<file path="src/rtl/fma_result_narrow_if.sv">
// Stream bundle for fma_result_narrow: wide FMA results in, narrowed results out.
// slave = consumer of in_* / producer of out_*; master = the opposite side.
interface fma_result_narrow_if #(
  parameter int INTW  = 16,
  parameter int FRACW = 16
);
  logic                      in_valid;
  logic [INTW+2*FRACW-1:0]   in_data;
  logic                      almost_full;
  logic                      out_valid;
  logic                      out_ready;
  logic [INTW+FRACW-1:0]     out_data;
  logic                      out_sat;

  modport slave (
    input  in_valid, in_data, out_ready,
    output almost_full, out_valid, out_data, out_sat
  );

  modport master (
    output in_valid, in_data, out_ready,
    input  almost_full, out_valid, out_data, out_sat
  );
endinterface

</file>
<file path="src/rtl/fma_result_narrow.sv">
// FMA result narrowing: FIFO, round-half-even to Q(INTW).(FRACW), saturate, valid/ready out.
// Ports: clk, rstn (async low), bus (slave), err_clr, ovf_err, occupancy, sat_count.
// Optional: FMA_NARROW_SATCNT_EN enables the saturating sat_count counter.
module fma_result_narrow #(
  parameter int INTW   = 16,
  parameter int FRACW  = 16,
  parameter int DEPTH  = 4,
  parameter int AF_LVL = 2
) (
  input  logic                     clk,
  input  logic                     rstn,
  fma_result_narrow_if.slave       bus,
  input  logic                     err_clr,
  output logic                     ovf_err,
  output logic [$clog2(DEPTH):0]   occupancy,
  output logic [15:0]              sat_count
);

  localparam int W  = INTW + 2*FRACW;
  localparam int OW = INTW + FRACW;
  localparam int AW = $clog2(DEPTH);
  localparam int CW = AW + 1;

  logic [W-1:0]  mem_q [DEPTH];
  logic [AW-1:0] wr_q, rd_q;
  logic [CW-1:0] cnt_q, cnt_d;
  logic          ovf_q;
  logic          vld_q;
  logic [OW-1:0] dat_q;
  logic          sat_q;

  logic full, empty, push, pop, drop;

  assign full  = (cnt_q == CW'(DEPTH));
  assign empty = (cnt_q == '0);
  assign pop   = !empty && (!vld_q || bus.out_ready);
  // A full FIFO still accepts when the head leaves this cycle.
  assign push  = bus.in_valid && (!full || pop);
  assign drop  = bus.in_valid && full && !pop;

  always_comb begin
    cnt_d = cnt_q;
    unique case ({push, pop})
      2'b10:   cnt_d = cnt_q + CW'(1);
      2'b01:   cnt_d = cnt_q - CW'(1);
      default: cnt_d = cnt_q;
    endcase
  end

  always_ff @(posedge clk) begin
    if (push) mem_q[wr_q] <= bus.in_data;
  end

  always_ff @(posedge clk or negedge rstn) begin
    if (!rstn) begin
      wr_q  <= '0;
      rd_q  <= '0;
      cnt_q <= '0;
    end else begin
      cnt_q <= cnt_d;
      if (push) wr_q <= wr_q + AW'(1);
      if (pop)  rd_q <= rd_q + AW'(1);
    end
  end

  // Round-half-even of the head, one guard bit above a sticky OR.
  logic [W-1:0]  x;
  logic [OW-1:0] q;
  logic          g, s, up;
  logic [OW:0]   r;
  logic          pos_ovf, neg_ovf;
  logic [OW-1:0] nd;
  logic          ns;

  always_comb begin
    x       = mem_q[rd_q];
    q       = x[W-1:FRACW];
    g       = x[FRACW-1];
    s       = |x[FRACW-2:0];
    up      = g & (s | q[0]);
    r       = {q[OW-1], q} + (OW+1)'(up);
    pos_ovf = !r[OW] &&  r[OW-1];
    neg_ovf =  r[OW] && !r[OW-1];
    nd      = r[OW-1:0];
    ns      = 1'b0;
    unique case (1'b1)
      pos_ovf: begin
        nd = {1'b0, {(OW-1){1'b1}}};
        ns = 1'b1;
      end
      neg_ovf: begin
        nd = {1'b1, {(OW-1){1'b0}}};
        ns = 1'b1;
      end
      default: ;
    endcase
  end

  always_ff @(posedge clk or negedge rstn) begin
    if (!rstn) begin
      vld_q <= 1'b0;
      dat_q <= '0;
      sat_q <= 1'b0;
    end else if (pop) begin
      vld_q <= 1'b1;
      dat_q <= nd;
      sat_q <= ns;
    end else if (bus.out_ready) begin
      vld_q <= 1'b0;
    end
  end

  // A drop in the same cycle as err_clr wins.
  always_ff @(posedge clk or negedge rstn) begin
    if (!rstn)        ovf_q <= 1'b0;
    else if (drop)    ovf_q <= 1'b1;
    else if (err_clr) ovf_q <= 1'b0;
  end

`ifdef FMA_NARROW_SATCNT_EN
  logic [15:0] satc_q;
  always_ff @(posedge clk or negedge rstn) begin
    if (!rstn)
      satc_q <= '0;
    else if (vld_q && bus.out_ready && sat_q && satc_q != 16'hFFFF)
      satc_q <= satc_q + 16'd1;
  end
  assign sat_count = satc_q;
`else
  assign sat_count = '0;
`endif

  assign bus.almost_full = (DEPTH - int'(cnt_q)) <= AF_LVL;
  assign bus.out_valid   = vld_q;
  assign bus.out_data    = dat_q;
  assign bus.out_sat     = sat_q;
  assign ovf_err         = ovf_q;
  assign occupancy       = cnt_q;

endmodule
</file>
<file path="src/flat_wrapper.sv">
// flat-port wrapper written by rule: the top's interface ports become plain ports
module fma_result_narrow_flat 
#(
  parameter int INTW   = 16,
  parameter int FRACW  = 16,
  parameter int DEPTH  = 4,
  parameter int AF_LVL = 2
)
  (clk, rstn, err_clr, ovf_err, occupancy, sat_count, bus_in_valid, bus_in_data, bus_out_ready, bus_almost_full, bus_out_valid, bus_out_data, bus_out_sat);
  fma_result_narrow_if #(.INTW(INTW), .FRACW(FRACW)) bus_i ();
  input  logic clk;
  input  logic rstn;
  input  logic err_clr;
  output logic ovf_err;
  output logic [$clog2(DEPTH):0] occupancy;
  output logic [15:0] sat_count;
  input wire logic [$bits(bus_i.in_valid)-1:0] bus_in_valid;
  input wire logic [$bits(bus_i.in_data)-1:0] bus_in_data;
  input wire logic [$bits(bus_i.out_ready)-1:0] bus_out_ready;
  output wire logic [$bits(bus_i.almost_full)-1:0] bus_almost_full;
  output wire logic [$bits(bus_i.out_valid)-1:0] bus_out_valid;
  output wire logic [$bits(bus_i.out_data)-1:0] bus_out_data;
  output wire logic [$bits(bus_i.out_sat)-1:0] bus_out_sat;
  assign bus_i.in_valid = bus_in_valid;
  assign bus_i.in_data = bus_in_data;
  assign bus_i.out_ready = bus_out_ready;
  assign bus_almost_full = bus_i.almost_full;
  assign bus_out_valid = bus_i.out_valid;
  assign bus_out_data = bus_i.out_data;
  assign bus_out_sat = bus_i.out_sat;
  fma_result_narrow #(.INTW(INTW), .FRACW(FRACW), .DEPTH(DEPTH), .AF_LVL(AF_LVL)) u_core (.clk(clk), .rstn(rstn), .bus(bus_i), .err_clr(err_clr), .ovf_err(ovf_err), .occupancy(occupancy), .sat_count(sat_count));
endmodule
</file>
<file path="config.mk">
export PLATFORM = sky130hd
export DESIGN_NAME = fma_result_narrow_flat
export DESIGN_NICKNAME = d
export VERILOG_FILES = /design/src/rtl/fma_result_narrow_if.sv /design/src/rtl/fma_result_narrow.sv /design/src/flat_wrapper.sv
export SDC_FILE = /design/constraint.sdc
export NUM_CORES = 1
export LEC_CHECK = 0
export ABC_AREA = 1
export CORE_ASPECT_RATIO = 0.7
export CORE_MARGIN = 2
export CORE_UTILIZATION = 64
export CTS_CLUSTER_SIZE = 40
export DETAILED_ROUTE_END_ITERATION = 7
export DONT_BUFFER_PORTS = 1
export HOLD_SLACK_MARGIN = 0.03
export PLACE_DENSITY = 0.77
export SLEW_MARGIN = 20
export SYNTH_ARGS = -nofsm -noshare
export SYNTH_HDL_FRONTEND = slang
export SYNTH_SLANG_ARGS = --single-unit
</file>
<file path="constraint.sdc">
create_clock -name clk -period 4.62 [get_ports clk]
set_input_delay 0.693 -clock clk [delete_from_list [all_inputs] [get_ports clk]]
set_output_delay 0.693 -clock clk [all_outputs]
set_load 0.02 [all_outputs]
</file>
Word level (Yosys, flattened, before mapping)
Memories as Yosys holds them, arrays and structs flattened.
Cells that the tools add are included.
Word-level totals
  bits in registers: 42
  logic and storage cells: 49
  input bits: 53
  memory bits (writable): 192
  memories: 1
Memory list
  u_core.mem_q: words 4, bits a word 48, read ports 1, clocked after Yosys merged registers in 0, write ports 1, line fma_result_narrow.sv:24  | logic [W-1:0] mem_q [DEPTH];
Operators by class
  equal/unequal tests: 3
  bitwise logic cells: 2
  mux-type cells: 9
  reduce and logical (&&, ||, !) cells: 20
  magnitude comparators: 1
  add/subtract/negate cells: 6
Operators by type and width (count)
  $pmux 32 s2: 1
  $add 32x2->33: 1
  $le 32x3->1 const B: 1
  $reduce_or 15->1: 1
  $mux 1: 7
  $logic_and 1x1->1: 6
  $logic_not 1->1: 6
  $pmux 3 s2: 1
  $reduce_bool 2->1: 3
  $add 2x1->2 const B: 2
  $sub 3x3->4 const A: 1
  $add 3x1->3 const B: 1
  $eq 3x3->1 const B: 1
  $logic_not 3->1: 1
  $sub 3x1->3 const B: 1
  $eq 2x1->1 const B: 1
  $eq 2x2->1 const B: 1
  $logic_or 1x1->1: 2
  $reduce_or 2->1: 1
  $and 1x1->1: 1
  $or 1x1->1: 1

Longest topological paths before layout
Gate-level depths: netlist (run 1).
An unclocked memory read counts as a cell.
  word-level depth: 9
  mapped depth: 24
  depth with buffers taken out: 21

Least setup slack after synthesis (run 1)
OpenSTA, ideal clock, no wires.
  path type: register to register
  start: reg u_core.cnt_q[0], in the netlist u_core.occupancy[0]
  end: mem u_core.mem_q[0][0] (netlist name), enable pin
  required time: 4.166 ns
  path slack: 0.656 ns
  period minus slack after synthesis: 3.964 ns
  setup time: 0.454 ns
  cell stages (with the launch flop): 9
  arrival: 3.510 ns
  path buffers: 0
  cell sequence: dfrtp_1 -> inv_1 -> ha_1 -> ha_1 -> a21oi_1 -> inv_1 -> nand2_1 -> nand2_1 -> nor2_1
On the way
  word-level cells in the longest chain between the ends: 7
  elaborated cells between the ends (all ways): 9
Ends and longest elaborated chain
  start, declared: line fma_result_narrow.sv:26  | logic [CW-1:0] cnt_q, cnt_d;
  start signal, assigned: line fma_result_narrow.sv:60  | cnt_q <= cnt_d;
  $logic_not 3->1: line fma_result_narrow.sv:35  | assign empty = (cnt_q == '0);
  $logic_not 1->1: line fma_result_narrow.sv:36  | assign pop = !empty && (!vld_q || bus.out_ready);
  $logic_and 1x1->1: line fma_result_narrow.sv:36
  $logic_or 1x1->1 (*): line fma_result_narrow.sv:38  | assign push = bus.in_valid && (!full || pop);
  $logic_and 1x1->1 (*): line fma_result_narrow.sv:38
  $mux 1 (*): line fma_result_narrow.sv:51  | if (push) mem_q[wr_q] <= bus.in_data;
  $mux 1 (not written as such) (*): line fma_result_narrow.sv:51
  end, declared: line fma_result_narrow.sv:24
Every way passes the cells marked *; elsewhere a longest branch is shown, timed or not.

Worst setup path in the final report (run 1)
  start: reg u_core.rd_q[0]
  end: reg u_core.dat_q[9], in the netlist u_core.bus.out_data[9]
On the way
  word-level cells in the longest chain between the ends: 8
  elaborated cells between the ends (all ways): 10
Ends and longest elaborated chain
  start, declared: line fma_result_narrow.sv:25  | logic [AW-1:0] wr_q, rd_q;
  start signal, assigned: line fma_result_narrow.sv:62  | if (pop) rd_q <= rd_q + AW'(1);
  $mem_v2 4x48 (*)
  $reduce_or 15->1: line fma_result_narrow.sv:79  | s = |x[FRACW-2:0];
  $or 1x1->1: line fma_result_narrow.sv:80  | up = g & (s | q[0]);
  $and 1x1->1: line fma_result_narrow.sv:80
  $add 32x2->33 (*): line fma_result_narrow.sv:81  | r = {q[OW-1], q} + (OW+1)'(up);
  $logic_not 1->1, on equally long branches: line fma_result_narrow.sv:83, fma_result_narrow.sv:82
  $logic_and 1x1->1, on equally long branches: line fma_result_narrow.sv:83, fma_result_narrow.sv:82
  $pmux 32 s2 (*): line fma_result_narrow.sv:86  | unique case (1'b1)
  end signal, assigned: line fma_result_narrow.sv:106  | dat_q <= nd;
  end, declared: line fma_result_narrow.sv:29  | logic [OW-1:0] dat_q;
Marked as above.
A chain may end at the register's enable or synchronous reset.

==> results of run 1 <==
[cells in the mapped netlist, types with 2 or more instances]
cell / number / area, um2
nand2_1: 427 / 1600
edfxtp_1: 192 / 5770
nor2_1: 98 / 368
nand3_1: 90 / 450
inv_1: 48 / 180
dfrtp_1: 42 / 1050
buf_4: 25 / 188
a21oi_1: 23 / 115
nor4_1: 15 / 93.8
o21ai_0: 12 / 60.1
ha_1: 11 / 138
o211ai_1: 11 / 82.6
buf_2: 10 / 50.1
buf_6: 9 / 101
xor2_1: 9 / 78.8
clkbuf_1: 8 / 30.0
nand4_1: 7 / 43.8
nor2_4: 5 / 56.3
nand2_2: 4 / 25.0
nand3_2: 4 / 40.0
nor2_2: 4 / 25.0
o21ai_1: 3 / 15.0
a32oi_1: 2 / 17.5
[power groups by stage]
| stage | Sequential, uW | Combinational (uW) | Clock (uW) |
|---|---|---|---|
| floorplan | 3250 | 2440 | 0 |
| global placement | 3310 | 3060 | 0 |
| detailed placement | 3320 | 3130 | 0 |
| CTS | 3280 | 3170 | 1690 |
| global route | 3340 | 3590 | 1790 |
| finish | 3280 | 3200 | 1680 |
[final cells by class]
| type | instances | area, um2 |
|---|---|---|
| Tap cell | 225 | 282 |
| Clock inverter | 4 | 48.8 |
| Sequential cell | 234 | 6820 |
| Timing Repair Buffer | 12 | 105 |
| Multi-Input combinational cell | 748 | 3370 |
| Inverter | 51 | 199 |
| Clock buffer | 36 | 623 |
| Fill cell | 1189 | 4900 |
[what timing repair did]
action | 4_1_cts | 5_1_grt
setup endpoints to repair | 0 | 0
hold endpoints to repair | 42 | 0
hold buffers | 2 | 0
[stage by stage]
step	util, %	setup WS (ns)	hold WS (ns)	area, um2	std cells
2_1_floorplan	-	0.656	0.397	10700	1087
3_5_place_dp	65.7	0.776	0.398	10700	1268
6_report	70.0	0.668	0.259	11400	1310
3_3_place_gp	65.7	0.929	0.398	10700	1268
4_1_cts	70.0	0.716	0.247	11400	1310
5_1_grt	70.0	0.331	0.232	11400	1310
[worst register-to-register path, cell delays in order (launching register included)]
cell and delay (ns):
dfrtp_2 0.40, buf_4 0.61, nand2_1 0.17, nand3_1 0.14
nand2_2 0.10, nor2_4 0.21, ha_1 0.22, nand3_2 0.15
nor2_4 0.16, nand3_2 0.12, nor2_4 0.17, nand3_2 0.09
nor2_1 0.10, nand2_1 0.07, nand2_1 0.09, ha_1 0.25
inv_1 0.09, nand2_1 0.06, nor2_1 0.18, inv_1 0.25
nand2_1 0.12, o21bai_1 0.11
[logic make-up (layout without fill, tap and decap cells)]
group | after synthesis | count (layout)
DFF | 234 | 234
buffers and inverters | 105 | 103
adders and majority gates | 12 | 12
xor gates and xnor gates | 10 | 10
and+or+nand+nor | 657 | 657
AOI/OAI and AO/OA | 53 | 53
other | 1 | 16
[registers in the layout (all words and copies together) (netlist names)]
signal	flops
u_core.ovf_err	1
u_core.rd_q	2
u_core.bus.out_valid	1
u_core.occupancy	3
u_core.bus.out_sat	1
u_core.wr_q	2
u_core.mem_q	192
u_core.bus.out_data	32
[layer usage]
layer / wire length (um) / track usage, % / up-vias
met5: 0 / 0 / -
met4: 421 / 5.41 / 0
met3: 2610 / 7.41 / 34
met2: 10000 / 39.8 / 351
met1: 10200 / 41.0 / 3468
li1: - / - / 3543
[final timing paths]
kind                       depth (start not counted)                                  end  slack, ns                       start
hold / removal                                     0         u_core.mem_q[3][7]$_DFFE_PP_       0.26              bus_in_data[7]
setup reg to reg                                  21   u_core.bus.out_data[9]$_DFFE_PN0N_       0.67  u_core.rd_q[0]$_DFFE_PN0N_
min in group asynchronous                          2           u_core.rd_q[0]$_DFFE_PN0N_       0.68                        rstn
max in group asynchronous                          2  u_core.bus.out_data[24]$_DFFE_PN0N_       3.73                        rstn
hold reg to reg                                    1           u_core.rd_q[1]$_DFFE_PN0N_       0.61  u_core.rd_q[1]$_DFFE_PN0N_
setup / recovery                                  21   u_core.bus.out_data[9]$_DFFE_PN0N_       0.67  u_core.rd_q[0]$_DFFE_PN0N_
==> flow_metrics.env, run 1 <==
export IMPL_crit_buf_inv=3
export IMPL_cpMostUsedCell="nand2_1"
export IMPL_place_gp_congestion=0.993
export IMPL_timing_final_crit_share_pct=85.5
export IMPL_portBuffers=0
export IMPL_crit_family="simple AND/OR/NAND/NOR gates"
export IMPL_grt_overflow_total=0
export IMPL_start_util_pct=65.4
export IMPL_post_route_cells_drive_above_1_share_pct=5.99
export IMPL_crit_path_max_fanout=77
export IMPL_peakVddDrop_v=0.000401
export IMPL_ys_async_sr_fraction_pct=17.9
export IMPL_p_sw_share_pct=42.9
export IMPL_synth_top_family_by_area="simple AND/OR/NAND/NOR gates"
export IMPL_power_frac_comb_pct=39.2
export IMPL_cp_arrival_ns=4.39
export IMPL_area_growth_pct=7.07
export IMPL_mostFrequentLayoutCells="nand2_1 (427), edfxtp_1 (192), nor2_1 (94)"
export IMPL_ys_flop_type="edfxtp_1"
export IMPL_post_cts_resized=0
export IMPL_hold_viol=0
export IMPL_start_kind="flip-flop"
export IMPL_worst_pin_slew_ns=0.783
export IMPL_post_cts_setup_buffers=0
export IMPL_initialDrtViolationCount=895
export IMPL_antenna_found_initial=0
export IMPL_grt_first_pass_wirelength_um=36600
export IMPL_p_int_uw=4660
export IMPL_synth_edf_count=192
export IMPL_grt_total_usage_pct=27.0
export IMPL_drtPass1Iterations=5
export IMPL_post_route_drc_count=0
export IMPL_die_w_um=158
export IMPL_required_ns=5.06
export IMPL_hold_path_class="primary input to flip-flop"
export IMPL_grt_pass1_vias=7023
export IMPL_ios=108
export IMPL_fmax_ghz=0.253
export IMPL_clock_path_buffers=3
export IMPL_root_buffer="clkbuf_16"
export IMPL_avgSynthCellArea_um2=9.97
export IMPL_setup_violations=0
export IMPL_rsz0062_at_grt="false"
export IMPL_layout_commonest_cell="nand2_1"
export IMPL_synthMuxAreaShare_pct=0
export IMPL_fin_tns_setup_ns=0
export IMPL_dp_hpwl_um=15800
export IMPL_p_clk_share_pct=20.6
export IMPL_cp_end_kind="flip-flop"
export IMPL_synth_cell_types=36
export IMPL_fin_nets=1134
export IMPL_path_cells="buf_4, nand2_1, nand3_1, nand2_2, nor2_4, ha_1, nand3_2, nor2_4, nand3_2, nor2_4, nand3_2, nor2_1, nand2_1, nand2_1, ha_1, inv_1, nand2_1, nor2_1, inv_1, nand2_1, o21bai_1"
export IMPL_slowest_stage="buf_4"
export IMPL_clkTransAtPathRegs_ns=0.06
export IMPL_powerDensity_nw_per_um2=713
export IMPL_cellLeakagePower_uw=0.00459
export IMPL_pwr_share_seq_pct=40.2
export IMPL_finClkSkew_ns=0.00959
export IMPL_num_rows=39
export IMPL_cts_tree="yes"
export IMPL_netlist_area_um2=10700
export IMPL_period_needed_ns=3.95
export IMPL_cts_sinks=234
export IMPL_synth_compound_area_share_pct=2.88
export IMPL_die_area_um2=17800
export IMPL_h_tree_depth=1
export IMPL_cts_made_buffers=22
export IMPL_status="complete, no violations"
export IMPL_core_area_um2=16300
export IMPL_synthAdderAreaFrac_pct=1.48
export IMPL_wl_per_cell_um=17.8
export IMPL_vias=7396
export IMPL_max_stage_delay_ns=0.61
export IMPL_slew_headroom_pct=47.8
export IMPL_drt_total_wl_um=23300
export IMPL_dieHeight_um=112
export IMPL_viasPerCell=5.65
export IMPL_synthCells=1072
export IMPL_max_cap_violations=0
export IMPL_grt_max_degree=78
export IMPL_synth_ff_latch_count=234
export IMPL_synth_xor_area_share_pct=0.819
export IMPL_total_power_uw=8160
export IMPL_yosys_area_share_simple_pct=25.5
export IMPL_switching_power_uw=3500
export IMPL_slew_viol_final=0
export IMPL_clk_latency_ns=0.53
export IMPL_yosys_warnings=0
export IMPL_ant_nets=0
export IMPL_crit_type="flip-flop to flip-flop"
export IMPL_antenna_cells=0
export IMPL_ys_seq_area_share_pct=63.8
No activity file was read; power rests on OpenSTA's default activity.
==> inputs of run 2 (changes only) <==
--- a/config.mk
+++ b/config.mk
@@ -6,6 +6,7 @@
 export NUM_CORES = 1
 export LEC_CHECK = 0
 export ABC_AREA = 1
+export CAP_MARGIN = 20
 export CORE_ASPECT_RATIO = 0.7
 export CORE_MARGIN = 2
 export CORE_UTILIZATION = 64
==> results of run 2 <==
The final DEF is identical to that of run 1; final timing and power are the same.
